--- src/rtl/apu_pkg.sv ---
`default_nettype none
// ==========================================================================
// Package : apu_pkg
// Brief   : Register offsets, channel config structs and frame-step masks.
// Rev     : 1.0  initial release
// ==========================================================================
package apu_pkg;

   localparam logic [4:0] NR10 = 5'h00;
   localparam logic [4:0] NR11 = 5'h01;
   localparam logic [4:0] NR12 = 5'h02;
   localparam logic [4:0] NR13 = 5'h03;
   localparam logic [4:0] NR14 = 5'h04;
   localparam logic [4:0] NR21 = 5'h06;
   localparam logic [4:0] NR22 = 5'h07;
   localparam logic [4:0] NR23 = 5'h08;
   localparam logic [4:0] NR24 = 5'h09;
   localparam logic [4:0] NR30 = 5'h0A;
   localparam logic [4:0] NR31 = 5'h0B;
   localparam logic [4:0] NR32 = 5'h0C;
   localparam logic [4:0] NR33 = 5'h0D;
   localparam logic [4:0] NR34 = 5'h0E;
   localparam logic [4:0] NR41 = 5'h10;
   localparam logic [4:0] NR42 = 5'h11;
   localparam logic [4:0] NR43 = 5'h12;
   localparam logic [4:0] NR44 = 5'h13;
   localparam logic [4:0] NR50 = 5'h14;
   localparam logic [4:0] NR51 = 5'h15;
   localparam logic [4:0] NR52 = 5'h16;

   // Bit n set means the strobe fires on entry to frame step n.
   localparam logic [7:0] LEN_STEPS   = 8'b0101_0101;
   localparam logic [7:0] SWEEP_STEPS = 8'b0100_0100;
   localparam logic [7:0] ENV_STEPS   = 8'b1000_0000;

   typedef struct packed {
      logic [2:0]  swp_pd;
      logic        negate;
      logic [2:0]  shift;
      logic [1:0]  duty;
      logic [5:0]  len_load;
      logic [3:0]  start_vol;
      logic        env_add;
      logic [2:0]  period;
      logic [10:0] freq;
      logic        len_enable;
   } sq1_cfg_t;

   typedef struct packed {
      logic [1:0]  duty;
      logic [5:0]  len_load;
      logic [3:0]  start_vol;
      logic        env_add;
      logic [2:0]  period;
      logic [10:0] freq;
      logic        len_enable;
   } sq2_cfg_t;

   typedef struct packed {
      logic        dac_en;
      logic [1:0]  vol;
      logic [7:0]  len_load;
      logic [10:0] freq;
      logic        len_enable;
   } w_cfg_t;

   typedef struct packed {
      logic [5:0]  len_load;
      logic [3:0]  start_vol;
      logic        env_add;
      logic [2:0]  period;
      logic [3:0]  clk_shift;
      logic        width_mode;
      logic [2:0]  divisor;
      logic        len_enable;
   } n_cfg_t;

   typedef struct packed {
      logic [7:0]  nr50;
      logic [7:0]  nr51;
   } mix_cfg_t;

endpackage
`default_nettype wire

--- src/rtl/apu_reg_controller_if.sv ---
`default_nettype none
// ==========================================================================
// Interface : apu_reg_controller_if
// Brief     : Byte-wide valid/ready register write port.
// Rev       : 1.0  initial release
// ==========================================================================
interface apu_reg_controller_if;
   logic       wr_valid;
   logic       wr_ready;
   logic [4:0] wr_addr;
   logic [7:0] wr_data;

   modport master (output wr_valid, output wr_addr, output wr_data, input wr_ready);
   modport slave  (input wr_valid, input wr_addr, input wr_data, output wr_ready);
endinterface
`default_nettype wire

--- src/rtl/apu_frame_sequencer.sv ---
`default_nettype none
// ==========================================================================
// Module : apu_frame_sequencer
// Brief  : 512 Hz step divider producing length, sweep and envelope strobes.
// Rev    : 1.0  initial release
// ==========================================================================
module apu_frame_sequencer
   import apu_pkg::*;
#(
   parameter int DIV_512 = 8192
) (
   input  logic clk,
   input  logic rst_n,
   input  logic restart,
   input  logic enable,
   output logic len_tick,
   output logic sweep_tick,
   output logic env_tick
);

   localparam int                 c_div_w    = (DIV_512 > 1) ? $clog2(DIV_512) : 1;
   localparam logic [c_div_w-1:0] c_div_last = c_div_w'(DIV_512 - 1);

   logic [c_div_w-1:0] r_div;
   logic [2:0]         r_step;
   logic [2:0]         w_next_step;

   assign w_next_step = r_step + 3'd1;

   // Step parks at 7 so the first wrap enters step 0 and fires len_tick.
   always_ff @(posedge clk or negedge rst_n) begin
      if (!rst_n) begin
         r_div      <= '0;
         r_step     <= 3'd7;
         len_tick   <= 1'b0;
         sweep_tick <= 1'b0;
         env_tick   <= 1'b0;
      end else if (restart || !enable) begin
         r_div      <= '0;
         r_step     <= 3'd7;
         len_tick   <= 1'b0;
         sweep_tick <= 1'b0;
         env_tick   <= 1'b0;
      end else if (r_div == c_div_last) begin
         r_div      <= '0;
         r_step     <= w_next_step;
         len_tick   <= LEN_STEPS[w_next_step];
         sweep_tick <= SWEEP_STEPS[w_next_step];
         env_tick   <= ENV_STEPS[w_next_step];
      end else begin
         r_div      <= r_div + 1'b1;
         len_tick   <= 1'b0;
         sweep_tick <= 1'b0;
         env_tick   <= 1'b0;
      end
   end

endmodule
`default_nettype wire

--- src/rtl/apu_reg_controller.sv ---
`default_nettype none
// ==========================================================================
// Module : apu_reg_controller
// Brief  : NR10-NR52 register file, channel config decode, trigger pulses.
// Rev    : 1.0  initial release
// ==========================================================================
module apu_reg_controller
   import apu_pkg::*;
#(
   parameter int DIV_512     = 8192,
   parameter int TRIG_CYCLES = 4
) (
   input  logic                 clk,
   input  logic                 rst_n,
   apu_reg_controller_if.slave  wr,
   output sq1_cfg_t             sq1_cfg,
   output sq2_cfg_t             sq2_cfg,
   output w_cfg_t               w_cfg,
   output n_cfg_t               n_cfg,
   output mix_cfg_t             mix_cfg,
   output logic [3:0]           trigger,
   output logic                 len_tick,
   output logic                 sweep_tick,
   output logic                 env_tick,
   output logic                 master_en
);

   localparam logic [3:0] c_trig_len = 4'(TRIG_CYCLES);

   sq1_cfg_t   r_sq1;
   sq2_cfg_t   r_sq2;
   w_cfg_t     r_wave;
   n_cfg_t     r_noise;
   mix_cfg_t   r_mix;
   logic       r_master_en;

   logic       w_accept;
   logic       w_is_nr52;
   logic       w_power_on;
   logic       w_power_off;
   logic       w_wr_en;
   logic [3:0] w_trig_req;

   // Holding off writes during a pulse guarantees triggers never overlap.
   assign wr.wr_ready  = ~|trigger;
   assign w_accept     = wr.wr_valid & wr.wr_ready;
   assign w_is_nr52    = (wr.wr_addr == NR52);
   assign w_power_on   = w_accept & w_is_nr52 &  wr.wr_data[7] & ~r_master_en;
   assign w_power_off  = w_accept & w_is_nr52 & ~wr.wr_data[7] &  r_master_en;
   assign w_wr_en      = w_accept & r_master_en & ~w_is_nr52;

   assign w_trig_req[0] = w_wr_en & (wr.wr_addr == NR14) & wr.wr_data[7];
   assign w_trig_req[1] = w_wr_en & (wr.wr_addr == NR24) & wr.wr_data[7];
   assign w_trig_req[2] = w_wr_en & (wr.wr_addr == NR34) & wr.wr_data[7] & r_wave.dac_en;
   assign w_trig_req[3] = w_wr_en & (wr.wr_addr == NR44) & wr.wr_data[7];

   always_ff @(posedge clk or negedge rst_n) begin
      if (!rst_n) begin
         r_sq1       <= '0;
         r_sq2       <= '0;
         r_wave      <= '0;
         r_noise     <= '0;
         r_mix       <= '0;
         r_master_en <= 1'b1;
      end else if (w_power_off) begin
         r_sq1       <= '0;
         r_sq2       <= '0;
         r_wave      <= '0;
         r_noise     <= '0;
         r_mix       <= '0;
         r_master_en <= 1'b0;
      end else if (w_power_on) begin
         r_master_en <= 1'b1;
      end else if (w_wr_en) begin
         case (wr.wr_addr)
            NR10: {r_sq1.swp_pd, r_sq1.negate, r_sq1.shift}        <= wr.wr_data[6:0];
            NR11: {r_sq1.duty, r_sq1.len_load}                     <= wr.wr_data;
            NR12: {r_sq1.start_vol, r_sq1.env_add, r_sq1.period}   <= wr.wr_data;
            NR13: r_sq1.freq[7:0]                                  <= wr.wr_data;
            NR14: {r_sq1.len_enable, r_sq1.freq[10:8]}             <= {wr.wr_data[6], wr.wr_data[2:0]};
            NR21: {r_sq2.duty, r_sq2.len_load}                     <= wr.wr_data;
            NR22: {r_sq2.start_vol, r_sq2.env_add, r_sq2.period}   <= wr.wr_data;
            NR23: r_sq2.freq[7:0]                                  <= wr.wr_data;
            NR24: {r_sq2.len_enable, r_sq2.freq[10:8]}             <= {wr.wr_data[6], wr.wr_data[2:0]};
            NR30: r_wave.dac_en                                    <= wr.wr_data[7];
            NR31: r_wave.len_load                                  <= wr.wr_data;
            NR32: r_wave.vol                                       <= wr.wr_data[6:5];
            NR33: r_wave.freq[7:0]                                 <= wr.wr_data;
            NR34: {r_wave.len_enable, r_wave.freq[10:8]}           <= {wr.wr_data[6], wr.wr_data[2:0]};
            NR41: r_noise.len_load                                 <= wr.wr_data[5:0];
            NR42: {r_noise.start_vol, r_noise.env_add, r_noise.period} <= wr.wr_data;
            NR43: {r_noise.clk_shift, r_noise.width_mode, r_noise.divisor} <= wr.wr_data;
            NR44: r_noise.len_enable                               <= wr.wr_data[6];
            NR50: r_mix.nr50                                       <= wr.wr_data;
            NR51: r_mix.nr51                                       <= wr.wr_data;
            default: ;
         endcase
      end
   end

   generate
      for (genvar gi = 0; gi < 4; gi++) begin : g_trig
         logic [3:0] r_cnt;

         always_ff @(posedge clk or negedge rst_n) begin
            if (!rst_n) begin
               r_cnt <= 4'd0;
            end else if (w_power_off) begin
               r_cnt <= 4'd0;
            end else if (w_trig_req[gi]) begin
               r_cnt <= c_trig_len;
            end else if (r_cnt != 4'd0) begin
               r_cnt <= r_cnt - 4'd1;
            end
         end

         assign trigger[gi] = (r_cnt != 4'd0);
      end
   endgenerate

   apu_frame_sequencer #(
      .DIV_512 (DIV_512)
   ) u_frame_seq (
      .clk        (clk),
      .rst_n      (rst_n),
      .restart    (w_power_on | w_power_off),
      .enable     (r_master_en),
      .len_tick   (len_tick),
      .sweep_tick (sweep_tick),
      .env_tick   (env_tick)
   );

   assign sq1_cfg   = r_sq1;
   assign sq2_cfg   = r_sq2;
   assign w_cfg     = r_wave;
   assign n_cfg     = r_noise;
   assign mix_cfg   = r_mix;
   assign master_en = r_master_en;

endmodule
`default_nettype wire

--- src/flat_wrapper.sv ---
// flat-port wrapper written by rule: the top's interface ports become plain ports
module apu_reg_controller_flat import apu_pkg::*;
#(
   parameter int DIV_512     = 8192,
   parameter int TRIG_CYCLES = 4
)
  (clk, rst_n, sq1_cfg, sq2_cfg, w_cfg, n_cfg, mix_cfg, trigger, len_tick, sweep_tick, env_tick, master_en, wr_wr_valid, wr_wr_addr, wr_wr_data, wr_wr_ready);
  apu_reg_controller_if wr_i ();
  input  logic clk;
  input  logic rst_n;
  output sq1_cfg_t sq1_cfg;
  output sq2_cfg_t sq2_cfg;
  output w_cfg_t w_cfg;
  output n_cfg_t n_cfg;
  output mix_cfg_t mix_cfg;
  output logic [3:0] trigger;
  output logic len_tick;
  output logic sweep_tick;
  output logic env_tick;
  output logic master_en;
  input wire logic [$bits(wr_i.wr_valid)-1:0] wr_wr_valid;
  input wire logic [$bits(wr_i.wr_addr)-1:0] wr_wr_addr;
  input wire logic [$bits(wr_i.wr_data)-1:0] wr_wr_data;
  output wire logic [$bits(wr_i.wr_ready)-1:0] wr_wr_ready;
  assign wr_i.wr_valid = wr_wr_valid;
  assign wr_i.wr_addr = wr_wr_addr;
  assign wr_i.wr_data = wr_wr_data;
  assign wr_wr_ready = wr_i.wr_ready;
  apu_reg_controller #(.DIV_512(DIV_512), .TRIG_CYCLES(TRIG_CYCLES)) u_core (.clk(clk), .rst_n(rst_n), .wr(wr_i), .sq1_cfg(sq1_cfg), .sq2_cfg(sq2_cfg), .w_cfg(w_cfg), .n_cfg(n_cfg), .mix_cfg(mix_cfg), .trigger(trigger), .len_tick(len_tick), .sweep_tick(sweep_tick), .env_tick(env_tick), .master_en(master_en));
endmodule
--- config.mk ---
export PLATFORM = sky130hd
export DESIGN_NAME = apu_reg_controller_flat
export DESIGN_NICKNAME = d
export VERILOG_FILES = /design/src/rtl/apu_pkg.sv /design/src/rtl/apu_reg_controller_if.sv /design/src/rtl/apu_frame_sequencer.sv /design/src/rtl/apu_reg_controller.sv /design/src/flat_wrapper.sv
export SDC_FILE = /design/constraint.sdc
export NUM_CORES = 1
export LEC_CHECK = 0
export ABC_AREA = 1
export ABC_CLOCK_PERIOD_IN_PS = 2000
export CAP_MARGIN = 25
export CORE_ASPECT_RATIO = 0.6
export CORE_MARGIN = 1.5
export CORE_UTILIZATION = 40
export DETAILED_ROUTE_END_ITERATION = 8
export SYNTH_ARGS = -nofsm -noshare
export SYNTH_HDL_FRONTEND = slang
export SYNTH_SLANG_ARGS = --single-unit
export TNS_END_PERCENT = 20
--- constraint.sdc ---
create_clock -name clk -period 2 [get_ports clk]
set_input_delay 0.4 -clock clk [delete_from_list [all_inputs] [get_ports clk]]
set_output_delay 0.4 -clock clk [all_outputs]
set_load 0.03 [all_outputs]
**Word-level counts from Yosys, hierarchy flattened**

Memory sizes are Yosys's and may differ from the RTL's.
Cells that the tools add are included.

- Register bits: 161
- ROM bits: 24
- Memories: 3

Memory list:

| memory | depth | width | read ports | clocked after Yosys merged registers in | wr ports | line | source |
|---|---|---|---|---|---|---|---|
| (no name shown) | 8 | 1 | 1 | 0 | 0 | apu_frame_sequencer.sv:49 | `env_tick <= ENV_STEPS[w_next_step];` |
| (no name shown) | 8 | 1 | 1 | 0 | 0 | apu_frame_sequencer.sv:48 | `sweep_tick <= SWEEP_STEPS[w_next_step];` |
| (no name shown) | 8 | 1 | 1 | 0 | 0 | apu_frame_sequencer.sv:47 | `len_tick <= LEN_STEPS[w_next_step];` |

- Add/sub/neg operators: 6
- $lt $le $gt $ge: 1
- Equal/unequal tests: 22
- Muxes and demuxes: 65
- Bitwise logic cells: 21
- Reduce and logical (&&, ||, !) cells: 56

Operators by type and width:

| cell | count |
|---|---|
| 23-bit 2-to-1 mux | 6 |
| 35-bit 2-to-1 mux | 3 |
| 8-bit 2-to-1 mux | 12 |
| 28-bit 2-to-1 mux | 3 |
| 3-bit AND reduction | 20 |
| 16-bit 2-to-1 mux | 3 |
| 4-bit 2-to-1 mux | 12 |
| 2-bit nonzero test | 23 |
| 5-bit by 4-bit equality test with 1-bit output, second input constant | 7 |
| 5-bit equality test, second input constant | 7 |
| 13-bit 2-to-1 mux | 2 |
| 1-bit bitwise AND | 17 |
| 1-bit 2-to-1 mux | 16 |
| 4-bit nonzero test | 4 |
| 4-bit by 1-bit subtractor with 4-bit output, second input constant | 4 |
| 5-bit by 3-bit equality test with 1-bit output, second input constant | 3 |
| 3-bit 2-to-1 mux | 5 |
| 13-bit by 1-bit adder with 13-bit output, second input constant | 1 |
| 13-bit equality test, second input constant | 1 |
| 3-bit nonzero test | 4 |
| 5-bit by 2-bit equality test with 1-bit output, second input constant | 2 |
| 7-bit 2-to-1 mux | 1 |
| 6-bit 2-to-1 mux | 1 |
| 5-bit by 1-bit equality test with 1-bit output, second input constant | 1 |
| other kinds (10) | 13 |

**Depth between registers and ports, before layout**

Gate-level depths: netlist of run 1.

- Depth in word-level cells: 11
- Depth in mapped cells: 13

**Modules after synthesis**

From an unflattened synthesis of run 1, not the netlist that was laid out.

- Cells, all modules: 898
- Area total of the unflattened synthesis: 7843.8 um2

By module, submodules not included:

| module | times used | cells an instance | area an instance (um2) | seq. area each (um2) |
|---|---|---|---|---|
| apu_reg_controller | 1 | 776 | 6791.5 | 3554.7 |
| apu_frame_sequencer | 1 | 122 | 1052.3 | 479.2 |

**Least setup slack after synthesis of run 1**

Ideal clock, no wire load.

- Path kind: flip-flop to flip-flop
- Start point: register u_core.g_trig[0].r_cnt[0]
- End point: register u_core.r_sq2, in the netlist u_core.sq2_cfg[1]
- Library setup time: 118 ps
- Data arrival time: 1892 ps
- Required time: 1882 ps
- Path slack: -9 ps
- Cell stages (with the launch flop): 13
- Path buffers: 1
- Path through: dfrtp_1 -> inv_1 -> ha_1 -> nand2_1 -> nor2_2 -> nand2_1 -> nor2_1 -> nand4_4 -> buf_6 -> nand2_2 -> nand2_2 -> nand2_1 -> nand2_1

- Longest elaborated chain between the ends: 9
- Elaborated cells on any way between the ends: 16

RTL lines:

| what | line | source |
|---|---|---|
| start, declared | apu_reg_controller.sv:103 | `logic [3:0] r_cnt;` |
| start signal, assigned | apu_reg_controller.sv:111 | `r_cnt <= c_trig_len;` |
| start signal, assigned | apu_reg_controller.sv:113 | `r_cnt <= r_cnt - 4'd1;` |
| 4-bit nonzero test * | apu_reg_controller.sv:117 | `assign trigger[gi] = (r_cnt != 4'd0);` |
| via trigger[0] | flat_wrapper.sv:16 | `output logic [3:0] trigger;` |
| 4-bit OR reduction * | apu_reg_controller.sv:45 | `assign wr.wr_ready = ~\|trigger;` |
| 1-bit logical NOT * | apu_reg_controller.sv:45 |  |
| 1-bit bitwise AND * | apu_reg_controller.sv:46 | `assign w_accept = wr.wr_valid & wr.wr_ready;` |
| 1-bit bitwise AND | apu_reg_controller.sv:48, apu_reg_controller.sv:49 |  |
| 1-bit bitwise AND (on tied branches) (2 in series) | apu_reg_controller.sv:49, apu_reg_controller.sv:48 |  |
| 2-bit inequality test (no source line) or 2-bit nonzero test (tied branches) | -- |  |
| 3-bit AND reduction (no source line) | -- |  |
| end, declared | apu_reg_controller.sv:31 | `sq2_cfg_t r_sq2;` |

Mark *: on every way through the listed nets, which the timed path passes. The rest lies on a longest branch.
A chain may end at the register's enable or synchronous reset.

**Worst setup path after layout of run 1**

- Start point: register u_core.g_trig[2].r_cnt[1]
- End point: output port wr_wr_ready

- Longest elaborated chain between the ends: 3

RTL lines:

| what | line | source |
|---|---|---|
| start, declared | apu_reg_controller.sv:103 |  |
| start signal, assigned | apu_reg_controller.sv:111 |  |
| start signal, assigned | apu_reg_controller.sv:113 |  |
| 4-bit nonzero test | apu_reg_controller.sv:117 |  |
| 4-bit OR reduction | apu_reg_controller.sv:45 |  |
| 1-bit logical NOT | apu_reg_controller.sv:45 |  |
| end, declared | flat_wrapper.sv:24 | `output wire logic [$bits(wr_i.wr_ready)-1:0] wr_wr_ready;` |

No other way between the ends.

==> reports/qor.json, run 1 <==
{
  "synth": {
    "synth_seq_area_share": 0.5475,
    "postSynthRegisterBits": 161,
    "syn-cell-area_um2": 7368,
    "yosys.area.top_type": "sky130_fd_sc_hd__dfrtp_1",
    "synth-edff-count": 0,
    "synth_fp_nets": 881,
    "synth-async-reset-ratio": 1.000,
    "avg_inst_size_synth_um2": 8.638,
    "ys.warnings.count": 0,
    "share_of_the_synthesized_area_in_the_top_cell_type": 0.5332,
    "synth.area.top_cells": "sky130_fd_sc_hd__dfrtp_1 53%, sky130_fd_sc_hd__nand2_1 16%, sky130_fd_sc_hd__nand4_1 6.8%, sky130_fd_sc_hd__nand3_1 3.9%, sky130_fd_sc_hd__inv_1 2.6%",
    "synth.top_cells.by_count": "321 x sky130_fd_sc_hd__nand2_1, 157 x sky130_fd_sc_hd__dfrtp_1, 80 x sky130_fd_sc_hd__nand4_1",
    "ys.flop_type": "sky130_fd_sc_hd__dfrtp_1",
    "cell_variety_after_synth": 29,
    "yosysMostFrequentCell": "sky130_fd_sc_hd__nand2_1",
    "postSynthCellCount": 853
  },
  "global_route": {
    "globalRouteOverflowTotal": 0,
    "initial_antenna_violation_count": 1,
    "grt_start_max_net_pins": 45,
    "grt_first_pass_wirelength_mm": 34.82,
    "grt_pass1_vias": 6328,
    "overall_global_routing_resource_usage": 0.2370
  },
  "critical_path": {
    "worst-r2r-setup-slack_ns": 0.01,
    "crit_path_end_kind": "primary output",
    "regToRegStartpoint": "u_core.g_trig[0].r_cnt[3]",
    "critical_path_class": "flop to primary output",
    "worst-endpoint-required_ns": 1.60,
    "crit_path_start_kind": "flop",
    "slowest_delay_ns": 0.39,
    "r2r_cells": 11,
    "cp_max_fo": 3,
    "path_cells": "inv_2 -> ha_4 -> nand2_4 -> nor2_4 -> nand2_2 -> buf_6 -> inv_2 -> buf_6",
    "timing.critical_path.slowest_stage_cell": "sky130_fd_sc_hd__dfrtp_1",
    "timing.rr.end": "u_core.w_cfg[17]",
    "data_arrival_time_of_the_critical_path_ns": 1.59
  },
  "clock_network": {
    "clk-insertion-delay-late_ns": 0.42,
    "cts.sinks": 161,
    "cts.reportedPaths.clkPinSlew_ns": 0.08,
    "clk_root_buffer_cell": "sky130_fd_sc_hd__clkbuf_16",
    "cts.htree.levels": 4,
    "clock_path_buffers": 2,
    "tritoncts": "built",
    "clock_buffer_count_from_cts": 17
  },
  "floorplanning": {
    "core_area_um2": 18070,
    "dieArea_um2": 19270,
    "effective_utilization_at_floorplan": 0.4078,
    "ios": 150,
    "die_w_um": 178.2,
    "std_cell_rows": 38,
    "die_height_um": 108.1
  },
  "drt": {
    "totalWireLength_mm": 23.03,
    "avgViaCountPerCell": 5.022,
    "vias": 6931,
    "final_antenna_net_count": 0,
    "drt_pre_antenna_iters": 5,
    "wire_per_inst_um": 16.69,
    "dr.first_iter.drc_count": 536,
    "drc": 0
  },
  "min_path": {
    "hold_class": "flop to flop",
    "hold_path_startpoint": "u_core.u_frame_seq.r_div[0]",
    "min_delay_worst_endpoint": "u_core.u_frame_seq.r_div[0]",
    "hold_depth": 1
  },
  "timing": {
    "final_report_max_slew_violation_count": 0,
    "final.period_utilization": 0.9937,
    "max-slew-margin-rel": 0.7091,
    "clock.fmax_mhz": 503.2,
    "fin_hold_ws_ns": 0.4671,
    "rsz0062_at_grt": "yes",
    "period_minus_ws_final_ns": 1.987,
    "count_of_endpoints_failing_setup_in_the_final_report": 0,
    "finClkSkew_ns": 0.01433,
    "worst_slack_ns": 0.01266,
    "worst_slew_pin_slew_ns": 0.4364,
    "hold_viol": 0
  },
  "final_layout": {
    "syn_to_final_growth_pct": 52.96,
    "register_cell_area_after_layout_um2": 4034,
    "post_route_cells_drive_above_1_share": 0.2289,
    "antenna-diode-count": 0,
    "area_used_by_multi_input_combinational_logic_um2": 3105,
    "design.final.nets": 1155,
    "filler_cell_count_in_the_final_layout": 1566
  },
  "job": {
    "drv.max_cap_violation_count": 0
  },
  "pwr": {
    "p_leak_uw": 0.005768,
    "power.total_uw": 8871,
    "power_density_nw_per_um2": 787.1,
    "power.ir.vdd_worst_v": 0.0005429
  },
  "placement": {
    "detailed_place_hpwl_mm": 14.97,
    "post_place_worst_slack_ns": -0.3515,
    "buffer_ports.inserted": 149,
    "gp_congestion": 0.8302
  },
  "run_status": {
    "status": "complete, no violations"
  }
}
==> where the power goes <==
group	internal (uW)	switching [uW]
Clock	1840	1610
Sequential	3450	125
Combinational	930	921
==> registers in the layout, summed over array words and instances (netlist names), 3 cells and up <==
signal                     cells
u_core.w_cfg                  23
u_core.g_trig.r_cnt           16
u_core.sq2_cfg                28
u_core.sq1_cfg                35
u_core.u_frame_seq.r_step      3
u_core.u_frame_seq.r_div      13
u_core.n_cfg                  23
u_core.mix_cfg                16
==> critical path: cells and delay by family, from the launching register on <==
family | cells | cell delay (ns)
AND/OR/NAND/NOR | 3 | 0.27
adder cells (fa/ha/maj) | 1 | 0.14
flip-flops | 1 | 0.39
buffers and inverters | 4 | 0.37
==> kinds of logic after synthesis <==
| logic type | count (synthesis) | share of synthesized area |
|---|---|---|
| fa+ha+maj | 12 | 0.02038 |
| compound gates | 24 | 0.01766 |
| buf+inv | 95 | 0.06606 |
| flops | 161 | 0.5475 |
| simple gates | 546 | 0.3306 |
| xor+xnor | 15 | 0.01783 |
==> repair_timing <==
action                                 4_1_cts  5_1_grt
cloned                                       3       10
gates resized for setup                     52       46
hold buffers                                 1        0
pin swaps                                    7       77
endpoints found under the hold margin       37        0
setup buffers                                9        6
setup endpoints to repair                   88      121
==> how the worst max path moves through the flow <==
| stage | start | end | slack (ns) | cells past startpoint |
|---|---|---|---|---|
| final | u_core.g_trig[2].r_cnt[1] | wr_wr_ready | 0.01 | 8 |
| after global routing | u_core.g_trig[0].r_cnt[3] | u_core.n_cfg[0] | -0.06 | 11 |
| after CTS | u_core.g_trig[1].r_cnt[1] | u_core.w_cfg[14] | 0.002 | 12 |
| after detailed placement | wr_wr_addr[0] | u_core.mix_cfg[9] | -0.35 | 11 |
| after global placement | wr_wr_addr[0] | u_core.mix_cfg[10] | -0.31 | 11 |
| after floorplan | u_core.g_trig[2].r_cnt[0] | u_core.sq2_cfg[1] | 0.0003 | 12 |
==> final cells by class <==
class                      instances  share of cell area
sequential                       161              0.3579
multi-input combinational        597              0.2755
timing repair buffer             291              0.2639
clock buffer                      17             0.03774
tap                              240             0.02664
inverter                          59             0.01965
clock inverter                    15             0.01865
==> routing by layer <==
metal / part of all wire / wire (um) / vias up / GRT usage
met5: 0.00056 / 13 / - / 0
met4: 0.014 / 327 / 2 / 0.05000
li1: - / - / 3339 / -
met2: 0.42 / 9626 / 277 / 0.3374
met1: 0.49 / 11250 / 3284 / 0.3667
met3: 0.079 / 1814 / 29 / 0.05028
==> through the flow <==
stage / setup TNS (ns) / area [um^2] / std cells / utilization
after floorplan: 0 / 7371 / 853 / -
after global placement: -33.15 / 9869 / 1319 / 0.5463
after detailed placement: -35.23 / 9869 / 1319 / 0.5463
after CTS: 0 / 10800 / 1364 / 0.5975
after global routing: -2.722 / 11270 / 1380 / 0.6238
final: 0 / 11270 / 1380 / 0.6238
==> placed cells by master, fill, tap and decap left out, types with 16 or more instances in the layout <==
cell / count
sky130_fd_sc_hd__nand4_1: 80
sky130_fd_sc_hd__nand2_2: 23
sky130_fd_sc_hd__buf_4: 108
sky130_fd_sc_hd__inv_2: 16
sky130_fd_sc_hd__nand2_1: 297
sky130_fd_sc_hd__inv_1: 43
sky130_fd_sc_hd__nor2_1: 45
sky130_fd_sc_hd__clkdlybuf4s50_1: 142
sky130_fd_sc_hd__nand3_1: 53
sky130_fd_sc_hd__dfrtp_1: 157
sky130_fd_sc_hd__clkbuf_16: 25
(Power assumes the default switching activity.)
==> inputs of run 2 (changes only) <==
--- a/config.mk
+++ b/config.mk
@@ -9,9 +9,10 @@
 export ABC_CLOCK_PERIOD_IN_PS = 2000
 export CAP_MARGIN = 25
 export CORE_ASPECT_RATIO = 0.6
-export CORE_MARGIN = 1.5
-export CORE_UTILIZATION = 40
+export CORE_MARGIN = 2
+export CORE_UTILIZATION = 50
 export DETAILED_ROUTE_END_ITERATION = 8
+export PLACE_DENSITY = 0.78
 export SYNTH_ARGS = -nofsm -noshare
 export SYNTH_HDL_FRONTEND = slang
 export SYNTH_SLANG_ARGS = --single-unit
==> reports/qor.json, run 2 (synthesis results as in run 1) <==
{
  "clock_network": {
    "cts.reportedPaths.clkPinSlew_ns": 0.07,
    "clk_root_buffer_cell": "sky130_fd_sc_hd__clkbuf_16",
    "clock_path_buffers": 2,
    "clk-insertion-delay-late_ns": 0.42,
    "tritoncts": "built",
    "cts.htree.levels": 4,
    "cts.sinks": 161,
    "clock_buffer_count_from_cts": 17
  },
  "timing": {
    "worst_slew_pin_slew_ns": 0.4533,
    "finClkSkew_ns": 0.01815,
    "fin_hold_ws_ns": 0.4738,
    "max-slew-margin-rel": 0.6978,
    "final.period_utilization": 0.9917,
    "final_report_max_slew_violation_count": 0,
    "count_of_endpoints_failing_setup_in_the_final_report": 0,
    "rsz0062_at_grt": "yes",
    "period_minus_ws_final_ns": 1.983,
    "hold_viol": 0,
    "clock.fmax_mhz": 504.2
  },
  "drt": {
    "totalWireLength_mm": 21.79,
    "dr.first_iter.drc_count": 515,
    "final_antenna_net_count": 0,
    "vias": 6888,
    "wire_per_inst_um": 16.73,
    "drt_pre_antenna_iters": 5,
    "drc": 0,
    "avgViaCountPerCell": 5.290
  },
  "critical_path": {
    "critPathLaunch": "u_core.g_trig[0].r_cnt[1]",
    "critical_path_class": "flop to primary output",
    "cp_max_fo": 3,
    "data_arrival_time_of_the_critical_path_ns": 1.58,
    "worst-endpoint-required_ns": 1.60,
    "crit_path_start_kind": "flop",
    "regToRegStartpoint": "u_core.g_trig[0].r_cnt[1]",
    "crit_path_end_kind": "primary output"
  },
  "floorplanning": {
    "std_cell_rows": 34,
    "die_w_um": 160.7,
    "effective_utilization_at_floorplan": 0.5094,
    "die_height_um": 98.03,
    "core_area_um2": 14460,
    "dieArea_um2": 15760,
    "ios": 150
  },
  "placement": {
    "gp_congestion": 0.8508,
    "post_dp_cell_area_um2": 9612,
    "detailed_place_hpwl_mm": 14.46,
    "buffer_ports.inserted": 149,
    "dp.cells": 1248
  },
  "final_layout": {
    "post_route_cells_drive_above_1_share": 0.1911,
    "syn_to_final_growth_pct": 44.01,
    "design.final.nets": 1119,
    "largest_reg_flops": 35,
    "finalInstanceArea_um2": 10610,
    "most-common-layout-cells": "309 x sky130_fd_sc_hd__nand2_1, 157 x sky130_fd_sc_hd__dfrtp_1, 142 x sky130_fd_sc_hd__clkdlybuf4s50_1",
    "mostFrequentLayoutCell": "sky130_fd_sc_hd__nand2_1",
    "instances_no_fill": 1302,
    "antenna-diode-count": 0
  },
  "global_route": {
    "grt_pass1_vias": 6517,
    "grt_start_max_net_pins": 49,
    "globalRouteOverflowTotal": 0,
    "grt_first_pass_wirelength_mm": 34.35,
    "overall_global_routing_resource_usage": 0.2761,
    "initial_antenna_violation_count": 0
  },
  "min_path": {
    "hold_path_startpoint": "u_core.u_frame_seq.r_div[0]",
    "hold_class": "flop to flop"
  },
  "pwr": {
    "power.ir.vdd_worst_v": 0.0005041,
    "p_leak_uw": 0.005554,
    "power_density_nw_per_um2": 827.5
  },
  "job": {
    "drv.max_cap_violation_count": 0
  },
  "run_status": {
    "status": "complete, no violations"
  }
}
-- run 2: changes by cell type in the layout (fill, tap and decap cells not counted), sizes merged --
cell      before  now
buf          135  105
clkbuf        25   19
clkinv         6    2
bufinv         1    3
clkinvlp       0    1
nor2          56   57
-- run 2: final cells by class --
cell class / instances / area, um^2
Fill cell: 1035 / 3852
Inverter: 59 / 221.5
Clock inverter: 14 / 191.4
Clock buffer: 18 / 439.2
Multi-Input combinational cell: 598 / 3019
Sequential cell: 161 / 4034
Timing Repair Buffer: 254 / 2459
Tap cell: 198 / 247.7
-- run 2: through the flow --
stage / total power [uW] / utilization / worst slack (ns) / setup TNS [ns]
floorplan: 4402 / - / 0.0002522 / 0
detailed placement: 4928 / 0.6645 / -0.3302 / -36.55
finish: 8781 / 0.7337 / 0.01666 / 0
CTS: 8705 / 0.7203 / 0.001526 / 0
global route: 9129 / 0.7337 / -0.07060 / -0.2842
global placement: 4872 / 0.6645 / -0.2756 / -30.61
-- run 2: final timing paths --
check	end	slack, ns	depth (start not counted)
worst max-delay path	wr_wr_ready	0.02	8
worst min-delay path	u_core.u_frame_seq.r_div[0]	0.47	1
worst max register to register	u_core.n_cfg[14]	0.07	12
worst min register to register	u_core.u_frame_seq.r_div[0]	0.47	1
max in group asynchronous	u_core.w_cfg[15]	0.80	3
min in group asynchronous	u_core.u_frame_seq.env_tick	0.49	2
-- run 2: power by group --
part	internal (uW)	switching [uW]
registers	3450	153
logic	767	901
clock network	2050	1460
total	6270	2510
-- run 2: worst max-delay path, stage by stage (launching register included) --
cell	delay (ns)
sky130_fd_sc_hd__dfrtp_1	0.40
sky130_fd_sc_hd__inv_2	0.07
sky130_fd_sc_hd__ha_2	0.16
sky130_fd_sc_hd__nand2_2	0.07
sky130_fd_sc_hd__nor2_4	0.11
sky130_fd_sc_hd__nand2_2	0.08
sky130_fd_sc_hd__buf_6	0.12
sky130_fd_sc_hd__inv_2	0.04
sky130_fd_sc_hd__buf_6	0.11
-- run 2: metal layers --
metal  track usage  share of wire  vias up
met1        0.4141           0.46     3285
met5             0              0        -
li1              -              -     3272
met3       0.05777          0.083       28
met4       0.07280          0.014        0
met2        0.4115           0.44      303
-- run 2: timing repair --
item,4_1_cts,5_1_grt
pin swaps,6,4
resized for setup,39,29
setup endpoints to repair,105,133
hold buffers,1,0
buffers inserted,11,8
cloned,0,2
hold endpoints to repair,42,0
